File: config.mk
export PLATFORM = sky130hd
export DESIGN_NAME = cacheline_adaptor
export DESIGN_NICKNAME = d
export VERILOG_FILES = /design/src/rtl/cacheline_adaptor_pkg.sv /design/src/rtl/cacheline_adaptor.sv
export SDC_FILE = /design/constraint.sdc
export NUM_CORES = 1
export LEC_CHECK = 0
export ABC_AREA = 1
export BUFFER_PORTS_ARGS = -buffer_cell sky130_fd_sc_hd__buf_2
export CORE_AREA = 3 3 278 280
export CTS_CLUSTER_SIZE = 24
export DETAILED_ROUTE_END_ITERATION = 8
export DIE_AREA = 0 0 281 283
export HOLD_SLACK_MARGIN = 0.12
export PLACE_DENSITY_LB_ADDON = 0.25
export SETUP_SLACK_MARGIN = 0.15
export SYNTH_ARGS = -nofsm -noshare
export SYNTH_HDL_FRONTEND = slang
export SYNTH_SLANG_ARGS = --single-unit
File: constraint.sdc
create_clock -name clk -period 2.37 [get_ports clk]
set_clock_uncertainty 0.2 [all_clocks]
set_input_delay 0.237 -clock clk [delete_from_list [all_inputs] [get_ports clk]]
set_output_delay 0.237 -clock clk [all_outputs]
set_load 0.01 [all_outputs]
File: src/rtl/cacheline_adaptor_pkg.sv
// cacheline_adaptor_pkg: shared cache line/burst geometry and adaptor FSM states
package cacheline_adaptor_pkg;
  localparam int LINE_W_DEF = 256;
  localparam int BURST_W_DEF = 64;
  localparam int NUM_BURSTS_DEF = LINE_W_DEF / BURST_W_DEF;
  typedef enum logic [1:0] {IDLE, READ, WRITE, DONE} state_e;
endpackage

File: src/rtl/cacheline_adaptor.sv
// cacheline_adaptor: converts cache line read/write requests into memory bursts
module cacheline_adaptor
  import cacheline_adaptor_pkg::*;
#(
  parameter int LINE_W = LINE_W_DEF,
  parameter int BURST_W = BURST_W_DEF,
  parameter int NUM_BURSTS = LINE_W / BURST_W
) (
  input  logic               clk,
  input  logic               rst,
  input  logic [LINE_W-1:0]  line_i,
  output logic [LINE_W-1:0]  line_o,
  input  logic [31:0]        address_i,
  input  logic               read_i,
  input  logic               write_i,
  output logic               resp_o,
  input  logic [BURST_W-1:0] burst_i,
  output logic [BURST_W-1:0] burst_o,
  output logic [31:0]        address_o,
  output logic               read_o,
  output logic               write_o,
  input  logic               resp_i
);
  localparam int CNT_W = NUM_BURSTS > 1 ? $clog2(NUM_BURSTS) : 1;
  localparam logic [CNT_W-1:0] LAST = CNT_W'(NUM_BURSTS - 1);
  state_e state;
  logic [CNT_W-1:0] cnt;
  logic [LINE_W-1:0] buffer;
  logic last;
  assign last = cnt == LAST;
  assign read_o = state == READ;
  assign write_o = state == WRITE;
  assign resp_o = state == DONE;
  // write data is always the buffered line slice selected by the burst counter
  assign burst_o = buffer[cnt*BURST_W +: BURST_W];
  // request capture, burst sequencing and fill-line assembly; counter holds on the last burst
  always_ff @(posedge clk or negedge rst) begin
    if (!rst) begin
      state <= IDLE;
      cnt <= '0;
      line_o <= '0;
      buffer <= '0;
      address_o <= '0;
    end else begin
      case (state)
        IDLE: begin
          if (read_i) begin
            address_o <= address_i & ~32'h1F;
            cnt <= '0;
            state <= READ;
          end else if (write_i) begin
            address_o <= address_i & ~32'h1F;
            buffer <= line_i;
            cnt <= '0;
            state <= WRITE;
          end
        end
        READ: begin
          if (resp_i) begin
            line_o[cnt*BURST_W +: BURST_W] <= burst_i;
            cnt <= last ? cnt : cnt + CNT_W'(1);
            state <= last ? DONE : READ;
          end
        end
        WRITE: begin
          if (resp_i) begin
            cnt <= last ? cnt : cnt + CNT_W'(1);
            state <= last ? DONE : WRITE;
          end
        end
        default: state <= IDLE;
      endcase
    end
  end
endmodule

==> impl_metrics.prom <==
# TYPE chip_impl_metric gauge
chip_impl_metric{name="first_global_vias",unit=""} 23716
chip_impl_info{name="worst_r2r_startpoint",value="cnt[0]$_DFFE_PN0P_"} 1
chip_impl_metric{name="die_w",unit="µm"} 281
chip_impl_metric{name="crit_arrival",unit="ns"} 2.09
chip_impl_metric{name="cts_made_buffers",unit=""} 60
chip_impl_metric{name="drc",unit=""} 0
chip_impl_metric{name="fin_area",unit="mm²"} 0.0368
chip_impl_metric{name="grt_first_pass_wirelength",unit="µm"} 145000
chip_impl_metric{name="setup.reg_to_reg.worst_slack",unit="ns"} 0.08
chip_impl_metric{name="gpl.final_weighted_congestion",unit=""} 0.822
chip_impl_metric{name="fin_setup_tns",unit="ns"} -4.57
chip_impl_metric{name="reg2reg_depth",unit=""} 9
chip_impl_info{name="grt_setup_unrepaired",value="true"} 1
chip_impl_metric{name="gr-usage-all-layers",unit="%"} 23.4
chip_impl_metric{name="ys_seq_area_share",unit="%"} 58.2
chip_impl_metric{name="max_cap_viol_count",unit=""} 0
chip_impl_info{name="setup.worst_path.class",value="reg -> out"} 1
chip_impl_info{name="clock_tree_from_tritoncts",value="done"} 1
chip_impl_metric{name="wire_length_per_cell",unit="µm"} 21.8
chip_impl_metric{name="yosysWarningCount",unit=""} 0
chip_impl_metric{name="hpwl",unit="µm"} 57600
chip_impl_metric{name="area_delta_synth_final",unit="%"} 57.7
chip_impl_metric{name="hold_viol_final",unit=""} 0
chip_impl_metric{name="power.net_switching",unit="µW"} 15300
chip_impl_metric{name="setup_violations",unit=""} 61
chip_impl_metric{name="power.sequential.fraction",unit="%"} 34.1
chip_impl_metric{name="clk_latency",unit="ns"} 0.61
chip_impl_info{name="cp-end-kind",value="output pin"} 1
chip_impl_info{name="failed_checks",value="setup timing"} 1
chip_impl_metric{name="final-instance-count-excl-fill",unit=""} 4805
chip_impl_info{name="hold_path.class",value="in -> async"} 1
chip_impl_metric{name="post_synth_num_cell_types",unit=""} 30
chip_impl_metric{name="placed_instances",unit=""} 4234
chip_impl_metric{name="vias",unit=""} 23627
chip_impl_metric{name="finalCritPeriodShare",unit="%"} 107
chip_impl_metric{name="overall_die_height",unit="µm"} 283
chip_impl_metric{name="hold-worst-slack",unit="ns"} 0.209
chip_impl_info{name="r2r_end",value="line_o[126]$_DFFE_PN0P_"} 1
chip_impl_metric{name="synth-seq-cells",unit=""} 543
chip_impl_metric{name="power_frac_clock",unit="%"} 23.3
chip_impl_metric{name="routed_via_density",unit=""} 4.92
chip_impl_metric{name="power.internal",unit="µW"} 24500
chip_impl_metric{name="num_io_pins",unit=""} 712
chip_impl_metric{name="netSwitchingFraction",unit="%"} 38.5
chip_impl_metric{name="rows",unit=""} 100
chip_impl_metric{name="drt_first_pass_iters",unit=""} 6
chip_impl_metric{name="final_antenna_net_count",unit=""} 0
chip_impl_metric{name="post_route_cells_drive_above_1_share",unit="%"} 31.5
chip_impl_metric{name="portion_of_total_power_attributed_to_combinational_logic",unit="%"} 42.6
chip_impl_info{name="clock-root-buffer",value="sky130_fd_sc_hd__clkbuf_16"} 1
chip_impl_metric{name="initial_core_util",unit="%"} 31.3
chip_impl_metric{name="layout.filler_cells",unit=""} 6981
chip_impl_metric{name="grt_antenna_before_repair",unit=""} 6
chip_impl_metric{name="total_power",unit="µW"} 39800
chip_impl_metric{name="areal_power_density_over_the_cells",unit="mW/mm²"} 1080
chip_impl_metric{name="total_standard_cell_area_after_synthesis",unit="mm²"} 0.0234
chip_impl_metric{name="p_leak",unit="µW"} 0.0191
chip_impl_metric{name="timing.max_slew.rel_slack",unit="%"} 52.3
chip_impl_metric{name="clkTransAtPathRegs",unit="ns"} 0.06
chip_impl_metric{name="cts_max_path_buffers",unit=""} 3
chip_impl_metric{name="dieArea",unit="mm²"} 0.0795
chip_impl_metric{name="worst_slew_pin_slew",unit="ns"} 0.713
chip_impl_metric{name="final_nets",unit=""} 4154
chip_impl_metric{name="cts_max_level",unit=""} 2
chip_impl_metric{name="post-route-worst-setup-slack",unit="ns"} -0.161
chip_impl_metric{name="port_buffers",unit=""} 701
chip_impl_metric{name="crit_fanout",unit=""} 8
chip_impl_metric{name="critPathRequiredTime",unit="ns"} 1.93
chip_impl_metric{name="number_of_max_slew_violations_in_the_final_report",unit=""} 0
chip_impl_metric{name="maximum_ir_drop_on_the_vdd_rail",unit="mV"} 0.615
chip_impl_info{name="outcome",value="finished, violations left"} 1
chip_impl_metric{name="number_of_instances_in_the_synthesized_netlist",unit=""} 2688
chip_impl_metric{name="achievable-frequency",unit="MHz"} 395
chip_impl_metric{name="finalWorstPathRequiredPeriod",unit="ns"} 2.53
chip_impl_metric{name="pin_count_of_the_biggest_net_entering_global_routing",unit=""} 94
chip_impl_metric{name="syn_avg_cell_area",unit="µm²"} 8.69
chip_impl_metric{name="drt_iter0_drc",unit=""} 1627
chip_impl_metric{name="fp.coreArea",unit="mm²"} 0.0747
chip_impl_metric{name="place_area",unit="mm²"} 0.0281
chip_impl_metric{name="clock_sinks",unit=""} 543
chip_impl_metric{name="global_route.overflow_total",unit=""} 0
chip_impl_metric{name="routed_wl",unit="µm"} 105000
chip_impl_info{name="worstSetupStartpointType",value="flop"} 1
## routing by layer
metal	vias to the layer above	global-route usage, %	wire length (µm)
li1	10942	-	-
met1	11411	29.2	41700
met2	1050	39.2	51200
met3	224	4.93	7300
met4	0	10.0	4720
met5	-	0	0
## layout by cell type, fill, tap and decap left out, drive strengths merged
cell	count
diode	7
o21bai	1
nor2	136
dlygate4sd3	352
a21oi	1
conb	5
clkbuf	117
o21ai	728
ha	13
inv	300
clkinv	12
nand2	567
dfrtp	543
bufinv	2
nand3b	2
o22ai	64
clkinvlp	1
buf	847
nand4	2
nand3	136
## cell families after synthesis
group / after synthesis / share of synthesized area, %
AOI/OAI and AO/OA: 794 / 17.5
and+or+nand+nor: 841 / 14.7
buffers and inverters: 496 / 8.90
DFF: 543 / 58.2
adders and majority gates: 13 / 0.696
other: 1 / 0.0161
## synth_stat cells (all sizes together)
cell type,number,area [µm²]
buf,91,551
ha,13,163
clkbuf,106,407
o21bai,1,7.51
nand3b,2,15.0
nand4,2,12.5
o22ai,64,400
nor2,136,544
a21oi,1,5.00
clkinv,1,3.75
nand3,134,713
inv,298,1120
conb,1,3.75
dfrtp,543,13600
nand2,567,2140
o21ai,728,3680
## how the worst max path moves through the flow
stage / startpoint / slack [ns] / to / depth (start not counted)
2_1_floorplan: cnt[0]$_DFFE_PN0P_ / 0.19 / line_o[181]$_DFFE_PN0P_ / 10
3_3_place_gp: cnt[0]$_DFFE_PN0P_ / 0.14 / line_o[137]$_DFFE_PN0P_ / 7
4_1_cts: cnt[0]$_DFFE_PN0P_ / -0.20 / burst_o[3] / 6
3_5_place_dp: cnt[0]$_DFFE_PN0P_ / 0.09 / line_o[154]$_DFFE_PN0P_ / 7
5_1_grt: cnt[0]$_DFFE_PN0P_ / -0.24 / burst_o[55] / 5
6_report: cnt[0]$_DFFE_PN0P_ / -0.16 / burst_o[24] / 7
## power by group through the flow
stage	Combinational (µW)	Clock, µW	Sequential (µW)
floorplan	6660	0	13400
global placement	11700	0	13400
detailed placement	11800	0	13500
CTS	14700	9460	13500
global route	18400	9850	13900
finish	16900	9270	13600
## sequential cells by signal (all words and copies together), names as in the netlist
| register | flops |
|---|---|
| line_o | 256 |
| state | 2 |
| cnt | 2 |
| buffer | 256 |
| address_o | 27 |
## final cells by class
cell class                 instances  area [µm²]  share of cell area, %
clock inverter                    16         140                  0.381
multi-input combinational       1655        8650                   23.5
tap                              969        1210                   3.29
timing repair buffer            1225       10300                   27.9
clock buffer                      91        1780                   4.83
inverter                         299        1160                   3.14
antenna                            7        17.5                 0.0476
sequential                       543       13600                   36.9
## critical path: stages, from the launching register on
cell and delay, ns:
sky130_fd_sc_hd__dfrtp_4 0.55, sky130_fd_sc_hd__inv_12 0.13, sky130_fd_sc_hd__buf_12 0.16, sky130_fd_sc_hd__buf_12 0.11
sky130_fd_sc_hd__buf_16 0.13, sky130_fd_sc_hd__o21ai_2 0.06, sky130_fd_sc_hd__o22ai_1 0.16, sky130_fd_sc_hd__buf_4 0.18
## what timing repair did
| item | in CTS | in global routing |
|---|---|---|
| endpoints found under the hold margin | 1044 | 0 |
| setup endpoints to repair | 84 | 320 |
| pin swaps | 19 | 58 |
| buffers inserted | 23 | 23 |
| hold buffers | 353 | 0 |
| resized for setup | 135 | 380 |
| gates cloned | 22 | 36 |
## through the flow
| stage | setup slack [ns] | utilization, % |
|---|---|---|
| finish | -0.161 | 49.3 |
| global route | -0.237 | 49.3 |
| CTS | -0.196 | 46.6 |
| detailed placement | 0.0872 | 37.7 |
| global placement | 0.136 | 37.7 |
| floorplan | 0.194 | - |
No activity file was read; power rests on OpenSTA's default activity.
